<file path="src/rtl/debounce_bank.sv">
// debounce_bank: N-channel switch debouncer.
//
// Each channel passes its raw input through a 2-flop synchroniser, then a
// stability counter accepts a new level only after STABLE_CYCLES consecutive
// TICK-qualified samples that differ from the current debounced level. Any
// sample that agrees with the debounced level restarts qualification.
//
// Ports:
//   CLK      in   1  clock, all state on rising edge
//   AR       in   1  asynchronous active-high reset
//   TICK     in   1  sample-enable strobe (tie high to count every CLK)
//   D        in   N  raw switch inputs, asynchronous to CLK
//   BFC      out  N  debounced levels
//   RISE     out  N  one-cycle pulse when a BFC bit goes 0->1
//   FALL     out  N  one-cycle pulse when a BFC bit goes 1->0
//
// Optional build macro DEBOUNCE_IRQ_EN adds:
//   EVT_CLR  in   N  clears EVT[i] on the next edge
//   EVT      out  N  sticky per-channel event flags (set on RISE/FALL)
//   IRQ      out  1  registered OR of EVT
module debounce_bank #(
    parameter int   N             = 4,
    parameter int   STABLE_CYCLES = 16,
    parameter logic RESET_VAL     = 1'b0,
    localparam int  CNT_W         = $clog2(STABLE_CYCLES + 1)
) (
    input  logic         CLK,
    input  logic         AR,
    input  logic         TICK,
    input  logic [N-1:0] D,
    output logic [N-1:0] BFC,
    output logic [N-1:0] RISE,
    output logic [N-1:0] FALL
`ifdef DEBOUNCE_IRQ_EN
    ,
    input  logic [N-1:0] EVT_CLR,
    output logic [N-1:0] EVT,
    output logic         IRQ
`endif
);

    if (STABLE_CYCLES < 1) begin : g_bad_cfg
        $error("debounce_bank: STABLE_CYCLES must be >= 1");
    end

    localparam logic [CNT_W-1:0] CNT_MAX = CNT_W'(STABLE_CYCLES - 1);

    logic [N-1:0]            s1_q, s1_d;
    logic [N-1:0]            s2_q, s2_d;
    logic [N-1:0]            bfc_q, bfc_d;
    logic [N-1:0]            rise_q, rise_d;
    logic [N-1:0]            fall_q, fall_d;
    logic [N-1:0][CNT_W-1:0] cnt_q, cnt_d;

    always_comb begin
        s1_d   = D;
        s2_d   = s1_q;
        bfc_d  = bfc_q;
        cnt_d  = cnt_q;
        rise_d = '0;
        fall_d = '0;
        for (int unsigned i = 0; i < N; i++) begin
            if (s2_q[i] == bfc_q[i]) begin
                // Agreement restarts qualification even on non-TICK cycles,
                // so a bounce between strobes is never missed.
                cnt_d[i] = '0;
            end else if (!TICK) begin
                cnt_d[i] = cnt_q[i];
            end else if (cnt_q[i] == CNT_MAX) begin
                bfc_d[i]  = s2_q[i];
                cnt_d[i]  = '0;
                rise_d[i] = s2_q[i];
                fall_d[i] = ~s2_q[i];
            end else begin
                cnt_d[i] = cnt_q[i] + 1'b1;
            end
        end
    end

    always_ff @(posedge CLK or posedge AR) begin
        if (AR) begin
            s1_q   <= {N{RESET_VAL}};
            s2_q   <= {N{RESET_VAL}};
            bfc_q  <= {N{RESET_VAL}};
            cnt_q  <= '0;
            rise_q <= '0;
            fall_q <= '0;
        end else begin
            s1_q   <= s1_d;
            s2_q   <= s2_d;
            bfc_q  <= bfc_d;
            cnt_q  <= cnt_d;
            rise_q <= rise_d;
            fall_q <= fall_d;
        end
    end

    assign BFC  = bfc_q;
    assign RISE = rise_q;
    assign FALL = fall_q;

`ifdef DEBOUNCE_IRQ_EN
    logic [N-1:0] evt_q, evt_d;
    logic         irq_q, irq_d;

    always_comb begin
        // Set term is OR-ed after the clear so a coincident event wins.
        evt_d = (evt_q & ~EVT_CLR) | rise_d | fall_d;
        irq_d = |evt_q;
    end

    always_ff @(posedge CLK or posedge AR) begin
        if (AR) begin
            evt_q <= '0;
            irq_q <= 1'b0;
        end else begin
            evt_q <= evt_d;
            irq_q <= irq_d;
        end
    end

    assign EVT = evt_q;
    assign IRQ = irq_q;
`endif

endmodule

</file>
<file path="config.mk">
export PLATFORM = sky130hd
export DESIGN_NAME = debounce_bank
export DESIGN_NICKNAME = d
export VERILOG_FILES = /design/src/rtl/debounce_bank.sv
export SDC_FILE = /design/constraint.sdc
export NUM_CORES = 1
export LEC_CHECK = 0
export BUFFER_PORTS_ARGS = -buffer_cell sky130_fd_sc_hd__buf_2
export CAP_MARGIN = 15
export CORE_UTILIZATION = 40
export CTS_CLUSTER_DIAMETER = 50
export CTS_CLUSTER_SIZE = 40
export DETAILED_ROUTE_END_ITERATION = 16
export HOLD_SLACK_MARGIN = 0.15
export PLACE_DENSITY_LB_ADDON = 0.08
export SYNTH_ARGS = -nofsm -noshare
export SYNTH_HDL_FRONTEND = slang
export SYNTH_SLANG_ARGS = --single-unit
</file>
<file path="constraint.sdc">
create_clock -name CLK -period 1.8 [get_ports CLK]
set_clock_uncertainty 0.2 [all_clocks]
set_input_delay 0.18 -clock CLK [delete_from_list [all_inputs] [get_ports CLK]]
set_output_delay 0.18 -clock CLK [all_outputs]
set_load 0.01 [all_outputs]
</file>
# Yosys cells after proc, flatten, opt, wreduce, memory -nomap -nowiden
# Index checks and enable logic that the tools add are counted.
# Widths: inputs -> output; s select.
# totals
latch_bits	0
output_inout_bits	12
mem_count	0
reg_bits	40
elab_cells	76
romBits	0
ramBits	0
inputBits	7
# op_classes
shift	0
multipliers	0
reduce_logical	8
n_eq_ne	8
n_lt_le_gt_ge	0
bitwise_logic	8
n_addsub	4
n_div	0
n_mux	36
# ops
cell	count
$mux 5	12
$mux 1	24
$add 5x1->5 const B	4
$eq 5x4->1 const B	4
$reduce_and 3->1	4
$not 1->1	8
$reduce_bool 2->1	4
$eq 1x1->1	4

# Depth between registers and ports, before layout
# depth
word_depth	4
ltp_mapped	4
ltp_nobuf	4

# Worst setup path before layout
# No wires, ideal clock.
# synth_path
kind	register -> register
from	register cnt_q[0] (netlist name)
to	register bfc_q[0] (netlist: BFC[0])
arrival_time_ps	1201
n_path_buf	0
synth_period_minus_slack_ps	1526
setup_slack_ps	274
required_time_ps	1475
setup_time_ps	125
path_stages_with_launch	5
path_cell_list	dfrtp_1 > ha_1 > nor2b_1 > nand4_1 > mux2_2
# synth_between
elab_chain_cells	2
# synth_rtl
element	line	source
from (decl)	53	logic [N-1:0][CNT_W-1:0] cnt_q, cnt_d;
from (signal assigned)	92	cnt_q <= cnt_d;
$eq 5x4->1	69	end else if (cnt_q[i] == CNT_MAX) begin
$reduce_and 3->1 (no source line)	-	
to (signal assigned)	84	bfc_q <= {N{RESET_VAL}};
to (decl)	50	logic [N-1:0] bfc_q, bfc_d;
# No other way between the ends.
# A chain may end at the register's enable or synchronous reset.

# Worst setup path after layout
# Same ends and word-level chain as after synthesis.

==> results_dict.tcl <==
set metrics [dict create \
    cp_cell_sequence "ha_1 > nor2b_1 > nand4_1 > mux2_2" \
    overflow 0 \
    required_ps 1770 \
    r2r-end "BFC[0]" \
    postCtsSetupBuffers 0 \
    r2r_setup_slack_ps 210 \
    min_delay_path_depth 0 \
    slew_viol_final 0 \
    port_buffers 18 \
    clk_pin_slew_ps 70 \
    grt_first_pass_wirelength_microns 4890 \
    clkLatencyLatePin_ps 280 \
    rsz0062_at_grt "false" \
    row_count 22 \
    critical_path_class "reg2reg" \
    r2r_start "cnt_q[0]" \
    antenna_found_initial 0 \
    final.fill_count 323 \
    hold_path.startpoint "s1_q[1]" \
    yosysSeqAreaShare 0.615 \
    ys_ff_latch 40 \
    total_power_w 0.00165 \
    period_minus_slack_ps 1590 \
    first_iter_violations 158 \
    synth_ff_type "dfrtp_1" \
    avgSynthCellArea_sq_um 11.8 \
    num_antenna_cells 0 \
    r2r_cells 4 \
    slowest_stage "dfrtp_1" \
    synthTopCellsByCount "dfrtp_1 (40), nand2_1 (20), nor2_1 (12)" \
    grt_pass1_vias 1148 \
    root_buffer "clkbuf_8" \
    track_usage 0.154 \
    die_x_microns 65.8 \
    final.period_utilization 0.886 \
    vias_per_cell 5.27 \
    drive_above_1_share 0.185 \
    power_density_nw_per_um2 858 \
    synth_cell_type_count 25 \
    maxSlewHeadroom 0.681 \
    drcViolationCount 0 \
    ys_top_cells_by_area "dfrtp_1 (62%), nand2_1 (4.6%), nor4b_1 (3.2%)" \
    worst_pin_slew_ps 478 \
    nNetsFinal 179 \
    wire_per_inst_microns 12.6 \
    fmax_mhz 627 \
    cp_data_arrival_time_ps 1560 \
    die_height_microns 65.8 \
    dr_total_vias 1138 \
    min_to "s2_q[1]" \
    start_kind "flop" \
    place_congestion 0.791 \
    synthToLayoutAreaGrowth_pct 18.4 \
    crit_family "flip-flops" \
    synth_async_sr_flop_share 1.00 \
    synth.largest_area_cell "dfrtp_1" \
    cts_buffer_depth 2 \
    die_area_sq_um 4330 \
    syn-num-nets 149 \
    initial_core_util 0.431 \
    status "finished, final reports clean" \
    netlist.area_leader.share 0.615 \
    slowest_delay_ps 410 \
    dr.pass1.iters 4 \
    ctsHtreeMaxLevel 2 \
    cts_num_sinks 40 \
    min_path_type "reg2reg" \
    setup_viol_count_final 0 \
    ir_worst_vdd_mv 0.575 \
    finalHoldViolCount 0 \
    yosysMostFrequentCell "dfrtp_1" \
    dp_hpwl_microns 1790 \
    synth_area_sq_um 1630 \
    cts_buffers 5 \
    grt_max_degree 41 \
    final.setup.tns_ps 0 \
    netlist_instances 138 \
    cts_tree "yes" \
    synth_edf_count 0 \
    wirelength_microns 2720 \
    cp.buffers_inverters 0 \
    cp-end-kind "flop" \
    crit_fanout 4 \
    yosys_warnings 0 \
    num_io_pins 19 \
    antenna_left 0 \
    cap_violations 0 \
    leakagePower_nw 0.913 \
    core_sq_um 3770 \
]
-- metrics by stage --
stage | util | std cells | cell area (sq um) | worst slack (ps) | hold WS, ps
6_report | 0.511 | 216 | 1930 | 205 | 143
5_1_grt | 0.511 | 216 | 1930 | 62.2 | 151
4_1_cts | 0.511 | 216 | 1930 | 203 | 152
3_5_place_dp | 0.472 | 204 | 1780 | 219 | 89.7
3_3_place_gp | 0.472 | 204 | 1780 | 239 | 88.3
2_1_floorplan | - | 138 | 1630 | 274 | 11.4
-- placed cells by master, fill, tap and decap left out, types with 2 or more instances in the layout --
cell type      instances
nand4_1                4
mux2_2                 4
nor2_1                12
xor2_1                 4
dlygate4sd3_1          5
o21ai_0                2
nor3b_1                2
clkbuf_8               7
nand4b_1               3
a311oi_1               3
buf_2                 18
a41oi_1                3
dfrtp_1               40
nand3b_1               3
nand3_1                6
nand2b_1               2
ha_1                   4
inv_1                  2
buf_4                  2
nand2_1               20
nor4b_1                6
xnor2_1                4
a21oi_1                8
-- state kept, by name, indices dropped and copies added (netlist names) --
signal	count
s2_q	4
cnt_q	20
s1_q	4
BFC	4
RISE	4
FALL	4
-- kinds of logic (layout without fill, tap and decap cells) --
kind of cell	after synthesis	count (layout)	synth area share
AO/OA/AOI/OAI	17	17	0.0692
XOR/XNOR	8	8	0.0431
adder cells (fa/ha/maj)	4	4	0.0308
buffers and inverters	4	34	0.0123
multiplexers	5	5	0.0338
AND/OR/NAND/NOR	60	60	0.195
flip-flops	40	40	0.615
-- power by group --
group / leakage, nW / switching [W] / internal, W / total (W)
clock: 0.0503 / 0.000282 / 0.000341 / 0.000624
sequential: 0.535 / 0.0000209 / 0.000921 / 0.000942
combinational: 0.327 / 0.0000508 / 0.0000365 / 0.0000874
-- how the worst max path moves through the flow --
stage,start,endpoint,cells after the start,slack (ps)
after global routing,cnt_q[5],BFC[1],4,60
after detailed placement,cnt_q[0],BFC[0],4,220
after global placement,cnt_q[5],BFC[1],4,240
after floorplan,cnt_q[0],BFC[0],4,270
after CTS,cnt_q[0],BFC[0],4,200
final,cnt_q[0],BFC[0],4,210
-- layout make-up --
cell class / count / area, sq um / share of cell area
Multi-Input combinational cell: 94 / 606 / 0.314
Sequential cell: 40 / 1000 / 0.520
Timing Repair Buffer: 25 / 155 / 0.0806
Inverter: 2 / 7.51 / 0.00390
Tap cell: 48 / 60.1 / 0.0312
Clock buffer: 7 / 96.3 / 0.0500
-- per-layer routing --
layer	part of all wire	vias up	wire length, microns	GRT usage
li1	-	552	-	-
met2	0.48	21	1310	0.227
met1	0.47	560	1280	0.198
met4	0.012	0	34	0.0625
met3	0.040	5	108	0.0638
met5	0	-	0	0
-- worst reg2reg max path, cell delays in order, from the launching register on --
cell	delay, ps
dfrtp_1	410
ha_1	240
nor2b_1	150
nand4_1	130
mux2_2	350
-- timing repair --
item                                   CTS  global route
endpoints found under the hold margin   44             0
gates resized for setup                  0             0
hold buffers                             5             0
No activity file was read; power rests on OpenSTA's default activity.
